`config.mk`:
```
export PLATFORM = sky130hd
export DESIGN_NAME = fetch_seq_flat
export DESIGN_NICKNAME = d
export VERILOG_FILES = /design/src/rtl/fetch_seq_if.sv /design/src/rtl/fetch_seq.sv /design/src/flat_wrapper.sv
export SDC_FILE = /design/constraint.sdc
export NUM_CORES = 1
export LEC_CHECK = 0
export CAP_MARGIN = 20
export CORE_MARGIN = 2
export CORE_UTILIZATION = 47
export CTS_BUF_LIST = sky130_fd_sc_hd__clkbuf_8
export DETAILED_ROUTE_END_ITERATION = 10
export PLACE_DENSITY = 0.8
export SYNTH_ARGS = -nofsm -noshare
export SYNTH_HDL_FRONTEND = slang
export SYNTH_SLANG_ARGS = --single-unit
```
`constraint.sdc`:
```
create_clock -name clk -period 1.4 [get_ports clk]
set_input_delay 0.28 -clock clk [delete_from_list [all_inputs] [get_ports clk]]
set_output_delay 0.28 -clock clk [all_outputs]
set_load 0.02 [all_outputs]
```
`src/rtl/fetch_seq_if.sv`:
```
// fetch_seq_if: bundle between the fetch sequencer, the ROM and decode.
// Ports: ROM bus (cycle, addr, nibble_in), decode handoff
// (instr_valid, opr, opa, word2, two_byte), redirect (jmp_valid,
// jmp_addr, jmp_ack); FETCH_HOLD_EN adds hold.
// master = sequencer side, slave = ROM/decode/execute side.
interface fetch_seq_if;
   logic [2:0]  cycle;
   logic [11:0] addr;
   logic [3:0]  nibble_in;
   logic        instr_valid;
   logic [3:0]  opr;
   logic [3:0]  opa;
   logic [7:0]  word2;
   logic        two_byte;
   logic        jmp_valid;
   logic [11:0] jmp_addr;
   logic        jmp_ack;
`ifdef FETCH_HOLD_EN
   logic        hold;

   modport master (
      output cycle, addr, instr_valid,
      output opr, opa, word2, two_byte, jmp_ack,
      input  nibble_in, jmp_valid, jmp_addr, hold
   );
   modport slave (
      input  cycle, addr, instr_valid,
      input  opr, opa, word2, two_byte, jmp_ack,
      output nibble_in, jmp_valid, jmp_addr, hold
   );
`else
   modport master (
      output cycle, addr, instr_valid,
      output opr, opa, word2, two_byte, jmp_ack,
      input  nibble_in, jmp_valid, jmp_addr
   );
   modport slave (
      input  cycle, addr, instr_valid,
      input  opr, opa, word2, two_byte, jmp_ack,
      output nibble_in, jmp_valid, jmp_addr
   );
`endif
endinterface

```
`src/rtl/fetch_seq.sv`:
```
// fetch_seq: 4004-style instruction fetch sequencer. Runs the 8-phase
// machine cycle, drives the 12-bit ROM address, captures nibbles at
// M1/M2 and delivers 1- or 2-byte instructions with a valid pulse.
// Ports: clk, rst_n (sync, active low), bus (fetch_seq_if.master).
// Optional macro FETCH_HOLD_EN adds bus.hold to stall at X3.
module fetch_seq #(
   parameter logic [11:0] RESET_PC = 12'h000
) (
   input logic         clk,
   input logic         rst_n,
   fetch_seq_if.master bus
);
   typedef enum logic {FETCH1, FETCH2} state_t;

   state_t      state;
   logic [2:0]  cyc;
   logic [11:0] pc;
   logic [3:0]  sh_hi;
   logic [3:0]  sh_lo;
   logic [7:0]  sh_first;
   logic        sh_two;
   logic [3:0]  opr_q;
   logic [3:0]  opa_q;
   logic [7:0]  word2_q;
   logic        two_q;
   logic        valid_q;
   logic        ack_q;
   logic        x3;
   logic        stall;

   assign x3 = (cyc == 3'd7);

`ifdef FETCH_HOLD_EN
   assign stall = x3 & bus.hold;
`else
   assign stall = 1'b0;
`endif

   // JCN, JUN, JMS, ISZ and FIM (even lo) carry a second byte.
   function automatic logic is_two(
      input logic [3:0] hi,
      input logic [3:0] lo
   );
      logic r;
      r = 1'b0;
      unique case (1'b1)
         (hi == 4'h2): r = ~lo[0];
         (hi == 4'h1),
         (hi == 4'h4),
         (hi == 4'h5),
         (hi == 4'h7): r = 1'b1;
         default:      r = 1'b0;
      endcase
      return r;
   endfunction

   always_ff @(posedge clk) begin
      if (!rst_n) begin
         state    <= FETCH1;
         cyc      <= 3'd0;
         pc       <= RESET_PC;
         sh_hi    <= 4'h0;
         sh_lo    <= 4'h0;
         sh_first <= 8'h00;
         sh_two   <= 1'b0;
         opr_q    <= 4'h0;
         opa_q    <= 4'h0;
         word2_q  <= 8'h00;
         two_q    <= 1'b0;
         valid_q  <= 1'b0;
         ack_q    <= 1'b0;
      end else if (!stall) begin
         cyc     <= cyc + 3'd1;
         valid_q <= 1'b0;
         ack_q   <= 1'b0;
         if (cyc == 3'd3)
            sh_hi <= bus.nibble_in;
         if (cyc == 3'd4) begin
            sh_lo <= bus.nibble_in;
            if (state == FETCH1)
               sh_two <= is_two(sh_hi, bus.nibble_in);
         end
         if (x3) begin
            pc <= pc + 12'd1;
            if (state == FETCH2) begin
               {opr_q, opa_q} <= sh_first;
               word2_q        <= {sh_hi, sh_lo};
               two_q          <= 1'b1;
               valid_q        <= 1'b1;
               state          <= FETCH1;
            end else if (!sh_two) begin
               {opr_q, opa_q} <= {sh_hi, sh_lo};
               word2_q        <= 8'h00;
               two_q          <= 1'b0;
               valid_q        <= 1'b1;
            end else if (!bus.jmp_valid) begin
               // a redirect drops a half-fetched 2-byte op
               sh_first <= {sh_hi, sh_lo};
               state    <= FETCH2;
            end
            if (bus.jmp_valid) begin
               pc    <= bus.jmp_addr;
               state <= FETCH1;
               ack_q <= 1'b1;
            end
         end
      end
   end

   assign bus.cycle       = cyc;
   assign bus.addr        = pc;
   assign bus.instr_valid = valid_q;
   assign bus.opr         = opr_q;
   assign bus.opa         = opa_q;
   assign bus.word2       = word2_q;
   assign bus.two_byte    = two_q;
   assign bus.jmp_ack     = ack_q;
endmodule

```
`src/flat_wrapper.sv`:
```
// flat-port wrapper written by rule: the top's interface ports become plain ports
module fetch_seq_flat 
#(
   parameter logic [11:0] RESET_PC = 12'h000
)
  (clk, rst_n, bus_cycle, bus_addr, bus_instr_valid, bus_opr, bus_opa, bus_word2, bus_two_byte, bus_jmp_ack, bus_nibble_in, bus_jmp_valid, bus_jmp_addr);
  fetch_seq_if bus_i ();
  input logic clk;
  input logic rst_n;
  output wire logic [$bits(bus_i.cycle)-1:0] bus_cycle;
  output wire logic [$bits(bus_i.addr)-1:0] bus_addr;
  output wire logic [$bits(bus_i.instr_valid)-1:0] bus_instr_valid;
  output wire logic [$bits(bus_i.opr)-1:0] bus_opr;
  output wire logic [$bits(bus_i.opa)-1:0] bus_opa;
  output wire logic [$bits(bus_i.word2)-1:0] bus_word2;
  output wire logic [$bits(bus_i.two_byte)-1:0] bus_two_byte;
  output wire logic [$bits(bus_i.jmp_ack)-1:0] bus_jmp_ack;
  input wire logic [$bits(bus_i.nibble_in)-1:0] bus_nibble_in;
  input wire logic [$bits(bus_i.jmp_valid)-1:0] bus_jmp_valid;
  input wire logic [$bits(bus_i.jmp_addr)-1:0] bus_jmp_addr;
  assign bus_cycle = bus_i.cycle;
  assign bus_addr = bus_i.addr;
  assign bus_instr_valid = bus_i.instr_valid;
  assign bus_opr = bus_i.opr;
  assign bus_opa = bus_i.opa;
  assign bus_word2 = bus_i.word2;
  assign bus_two_byte = bus_i.two_byte;
  assign bus_jmp_ack = bus_i.jmp_ack;
  assign bus_i.nibble_in = bus_nibble_in;
  assign bus_i.jmp_valid = bus_jmp_valid;
  assign bus_i.jmp_addr = bus_jmp_addr;
  fetch_seq #(.RESET_PC(RESET_PC)) u_core (.clk(clk), .rst_n(rst_n), .bus(bus_i));
endmodule
```
# Yosys cells after proc, flatten, opt, wreduce, memory -nomap -nowiden
# Index checks and enable logic that the tools add are counted.
# W data, S select, Z words.
dict set report op_classes {
  n_mux 16
  n_eq_ne 9
  bitwise_logic 3
  n_reduce_logical 5
  add_sub_neg 2
}
# operator n
set ops {}
lappend ops {{$mux W4} 4}
lappend ops {{$mux W8} 2}
lappend ops {{$add A12 B1 Y12 const B} 1}
lappend ops {{$eq A4 B3 Y1 const B} 3}
lappend ops {{$mux W12} 1}
lappend ops {{$mux W1} 8}
lappend ops {{$eq A3 B3 Y1 const B} 2}
lappend ops {{$reduce_and A2 Y1} 3}
lappend ops {{$eq A4 B1 Y1 const B} 1}
lappend ops {{$eq A4 B2 Y1 const B} 1}
lappend ops {{$reduce_and A4 Y1} 1}
lappend ops {{$reduce_or A4 Y1} 1}
lappend ops {{$add A3 B1 Y3 const B} 1}
lappend ops {{$eq A3 B2 Y1 const B} 1}
lappend ops {{$not A1 Y1} 3}
lappend ops {{$ne A2 B1 Y1 const B} 1}
lappend ops {{$pmux W1 S2} 1}
dict set report word_totals {
  elab_cells 48
  ff_bits 52
  input_bits 19
}

# Depth between registers and ports, before layout
dict set report logic_depth {
  ltp_word 3
  depth_mapped 7
}

# Least setup slack after synthesis
# No wires, ideal clock.
dict set report synth_path {
  path_kind {flip-flop to flip-flop}
  from {register u_core.cyc[0] (netlist: u_core.bus.cycle[0])}
  to {register u_core.pc[5] (netlist: u_core.bus.addr[5])}
  n_path_buf 1
  path_stages_with_launch 7
  arrival_ns 1.644
  slack_ns -0.320
  setup_ns 0.076
  required_time_ns 1.324
  cell_sequence {dfxtp_1 > ha_1 > ha_1 > buf_2 > nand2b_4 > o41a_2 > a21boi_0}
}
dict set report synth_between {
  elab_chain_len 1
}
# item line_no
set synth_lines {}
lappend synth_lines {{start, declared} fetch_seq.sv:16} ;# logic [2:0] cyc;
lappend synth_lines {{start signal, assigned} fetch_seq.sv:73} ;# cyc <= cyc + 3'd1;
lappend synth_lines {{$eq A3 B3 Y1} fetch_seq.sv:31} ;# assign x3 = (cyc == 3'd7);
lappend synth_lines {{end signal, assigned} fetch_seq.sv:84} ;# pc <= pc + 12'd1;
lappend synth_lines {{end signal, assigned} fetch_seq.sv:102} ;# pc <= bus.jmp_addr;
lappend synth_lines {{end, declared} fetch_seq.sv:17} ;# logic [11:0] pc;
# No other way between the ends.
# A chain may end at the register's enable or synchronous reset.

# Final worst setup path
dict set report layout_path {
  from {register u_core.cyc[1] (netlist: u_core.bus.cycle[1])}
  to {register u_core.pc[5] (netlist: u_core.bus.addr[5])}
}
# The elaborated chain is that of the path after synthesis.

==> flow_metrics.py <==
metrics = {
    "clocking": {
        "cts.clk_slew.worst_paths_ns": 0.09,
        "clockBufferDepth": 2,
        "post_cts_buffers": 0,
        "clock_sinks": 52,
        "hold_buffers": 0,
        "cts_made_buffers": 5,
        "cts_max_level": 2,
        "clockRootBuffer": "clkbuf_8",
        "tritoncts": "built",
        "clock_latency_ns": 0.32,
    },
    "critical_path": {
        "crit_arrival_ns": 1.65,
        "critPathLaunch": "u_core.bus.cycle[1]",
        "critical_path.max_fanout": 7,
        "crit_required_ns": 1.65,
        "start_kind": "register",
        "crit_type": "reg2reg",
        "timing.rr.end": "u_core.bus.addr[5]",
        "setup.worst_path.end_class": "register",
        "reg2reg_slack_ns": 0.009,
        "r2r_cells": 5,
        "worst_r2r_startpoint": "u_core.bus.cycle[1]",
    },
    "synthesis": {
        "synthDistinctLibCells": 44,
        "yosysTopAreaCellShare_pct": 43.2,
        "ys_seq_elements": 52,
        "synthesis.nets": 286,
        "synthesis.area_sq_um": 2410,
        "synth_flop_cell": "dfxtp_1",
        "async_flop_share_pct": 0,
        "synth_most_common_cell": "dfxtp_1",
        "syn_area_per_cell_sq_um": 9.19,
        "synth_top_area_cell": "dfxtp_1",
        "seq_area_frac_synth_pct": 43.2,
        "synthCells": 262,
        "yosys-top-cells-count": "dfxtp_1, nand2_1, a21boi_0",
        "synth_edf_count": 0,
        "synth-warning-count": 0,
        "synthTopCellsByArea": "dfxtp_1, nand2_1, a21boi_0",
    },
    "final_layout": {
        "multi_input_area_sq_um": 1380,
        "fin_util_pct": 66.6,
        "num-nets-final": 351,
        "fillers": 437,
        "antennaDiodeCount": 0,
        "seq_area_sq_um": 1060,
        "design_area_sq_um": 3330,
        "drive_above_1_share_pct": 19.6,
        "syn_to_final_growth_pct": 38.5,
        "fin_cells": 397,
    },
    "global_routing": {
        "grt_max_degree": 31,
        "grt_pass1_wl_mm": 9.17,
        "antenna_found_initial": 0,
        "grt_overflow": 0,
        "grt_pass1_vias": 2026,
        "gr-usage-all-layers_pct": 21.0,
    },
    "timing": {
        "setup_viol": 0,
        "hold_viol_final": 0,
        "drv_slew": 0,
        "min_period_over_period_pct": 99.3,
        "fmax_mhz": 719,
        "tightest_slew_ns": 0.291,
        "fin_hold_ws_ns": 0.459,
        "finClkSkew_ns": 0.00471,
        "max_slew_margin_pct": 80.5,
        "tns_ns": 0,
        "min_period_ns": 1.39,
        "timing.final.ws_setup_ns": 0.00921,
        "rsz0062_at_grt": "yes",
    },
    "floorplanning": {
        "ios": 53,
        "die_h_microns": 75.6,
        "start_util_pct": 48.1,
        "core_sq_um": 5010,
        "die_w_microns": 75.6,
        "die_area_sq_um": 5710,
        "rows": 26,
    },
    "power": {
        "p_seq_share_pct": 58.4,
        "comb_power_share_pct": 9.4,
        "power.density_nw_per_um2": 778,
        "finalPower_mw": 2.59,
        "clkPwrFrac_pct": 32.2,
        "leakage_nw": 1.43,
        "power.switching_mw": 0.624,
        "peakVddDrop_v": 0.000659,
        "swShare_pct": 24.1,
        "cellInternalPower_mw": 1.97,
    },
    "detailed_routing": {
        "vias_per_cell": 5.31,
        "drtIter0Drc": 112,
        "wl_per_cell_microns": 14.3,
        "num_vias": 2107,
        "drc_errors": 0,
        "wirelength_mm": 5.66,
        "antenna_left": 0,
        "drtPass1Iterations": 4,
    },
    "hold_path": {
        "holdPathStages": 2,
        "hp-start": "u_core.sh_first[1]",
        "hold_end": "u_core.sh_first[1]",
        "hp-class": "reg2reg",
    },
    "placement": {
        "gp_congestion": 0.786,
        "place_area_sq_um": 3190,
        "dp_slack_ns": -0.234,
        "dp.cells": 390,
        "detailed_place_hpwl_mm": 4.05,
        "portBuffers": 52,
    },
    "status": {
        "status": "finished, final reports clean",
    },
    "flow_run": {
        "maxCapViolations": 0,
    },
}
cell type report:
cell class / instances / share of cell area [%]
clock buffers: 5 / 2.06
clock inverters: 2 / 0.375
inverters: 5 / 0.563
multi-input cells: 187 / 41.3
flip-flops and latches: 52 / 31.7
well taps: 70 / 2.63
repair buffers: 76 / 21.4
logic make-up after synthesis:
kind of cell / Yosys count / synth area share [%]
compound gates: 64 / 21.6
mux: 14 / 5.82
flops: 52 / 43.2
xor+xnor: 1 / 0.364
buf+inv: 23 / 4.00
fa+ha+maj: 5 / 2.60
simple gates: 103 / 22.4
layer usage:
layer  vias to the layer above  track usage, %  wire [microns]
met2                        43            33.3            2710
met1                       998            27.9            2630
li1                       1053               -               -
met4                         0            8.97             144
met3                        13            3.97             177
met5                         -               0               0
flip-flops by register name (all words and copies together), names as in the netlist, 3 cells and up:
register,flops
u_core.sh_first,8
u_core.bus.word2,8
u_core.bus.opr,4
u_core.sh_lo,4
u_core.sh_hi,4
u_core.bus.opa,4
u_core.bus.cycle,3
u_core.bus.addr,12
critical path: stages, from the launching register on:
cell and delay, ns:
dfxtp_4 0.36, ha_4 0.14, ha_4 0.19, nand2b_4 0.08
o41a_4 0.43, a21boi_2 0.13
power by group through the flow:
| stage | Combinational [mW] | Clock (mW) | Sequential, mW |
|---|---|---|---|
| 2_1_floorplan | 0.0948 | 0 | 1.56 |
| 5_1_grt | 0.265 | 0.900 | 1.52 |
| 3_3_place_gp | 0.240 | 0 | 1.55 |
| 3_5_place_dp | 0.244 | 0 | 1.55 |
| 4_1_cts | 0.239 | 0.851 | 1.52 |
| 6_report | 0.245 | 0.835 | 1.52 |
what timing repair did:
action	in CTS	in global routing
resized for setup	43	29
endpoints found under the setup margin	46	27
hold endpoints to repair	0	0
pin swaps	0	3
worst max path at each step:
stage	end	cells past startpoint
floorplan	u_core.bus.addr[10]	6
global placement	u_core.bus.addr[2]	6
detailed placement	u_core.bus.addr[2]	6
CTS	bus_cycle[1]	2
global route	u_core.bus.addr[5]	5
finish	u_core.bus.addr[5]	5
placed cells by master (no fill, tap or decap), drive strengths merged, types with 2 or more instances in the layout:
cell type and count:
a22o 2, nand3 15, o31ai 2, a21boi 25
o41ai 2, mux2i 14, and3 4, a22oi 4
dlygate4sd2 28, a311o 2, nand4 2, nor2b 13
clkdlybuf4s15 5, o2111a 2, nor3 2, dfxtp 52
clkbuf 6, nand2 51, buf 24, ha 5
nor2 6, and2 4, o211a 9, nand2b 4
clkdlybuf4s50 17, a31oi 2, inv 5, o21ai 6
(Power assumes the default switching activity.)
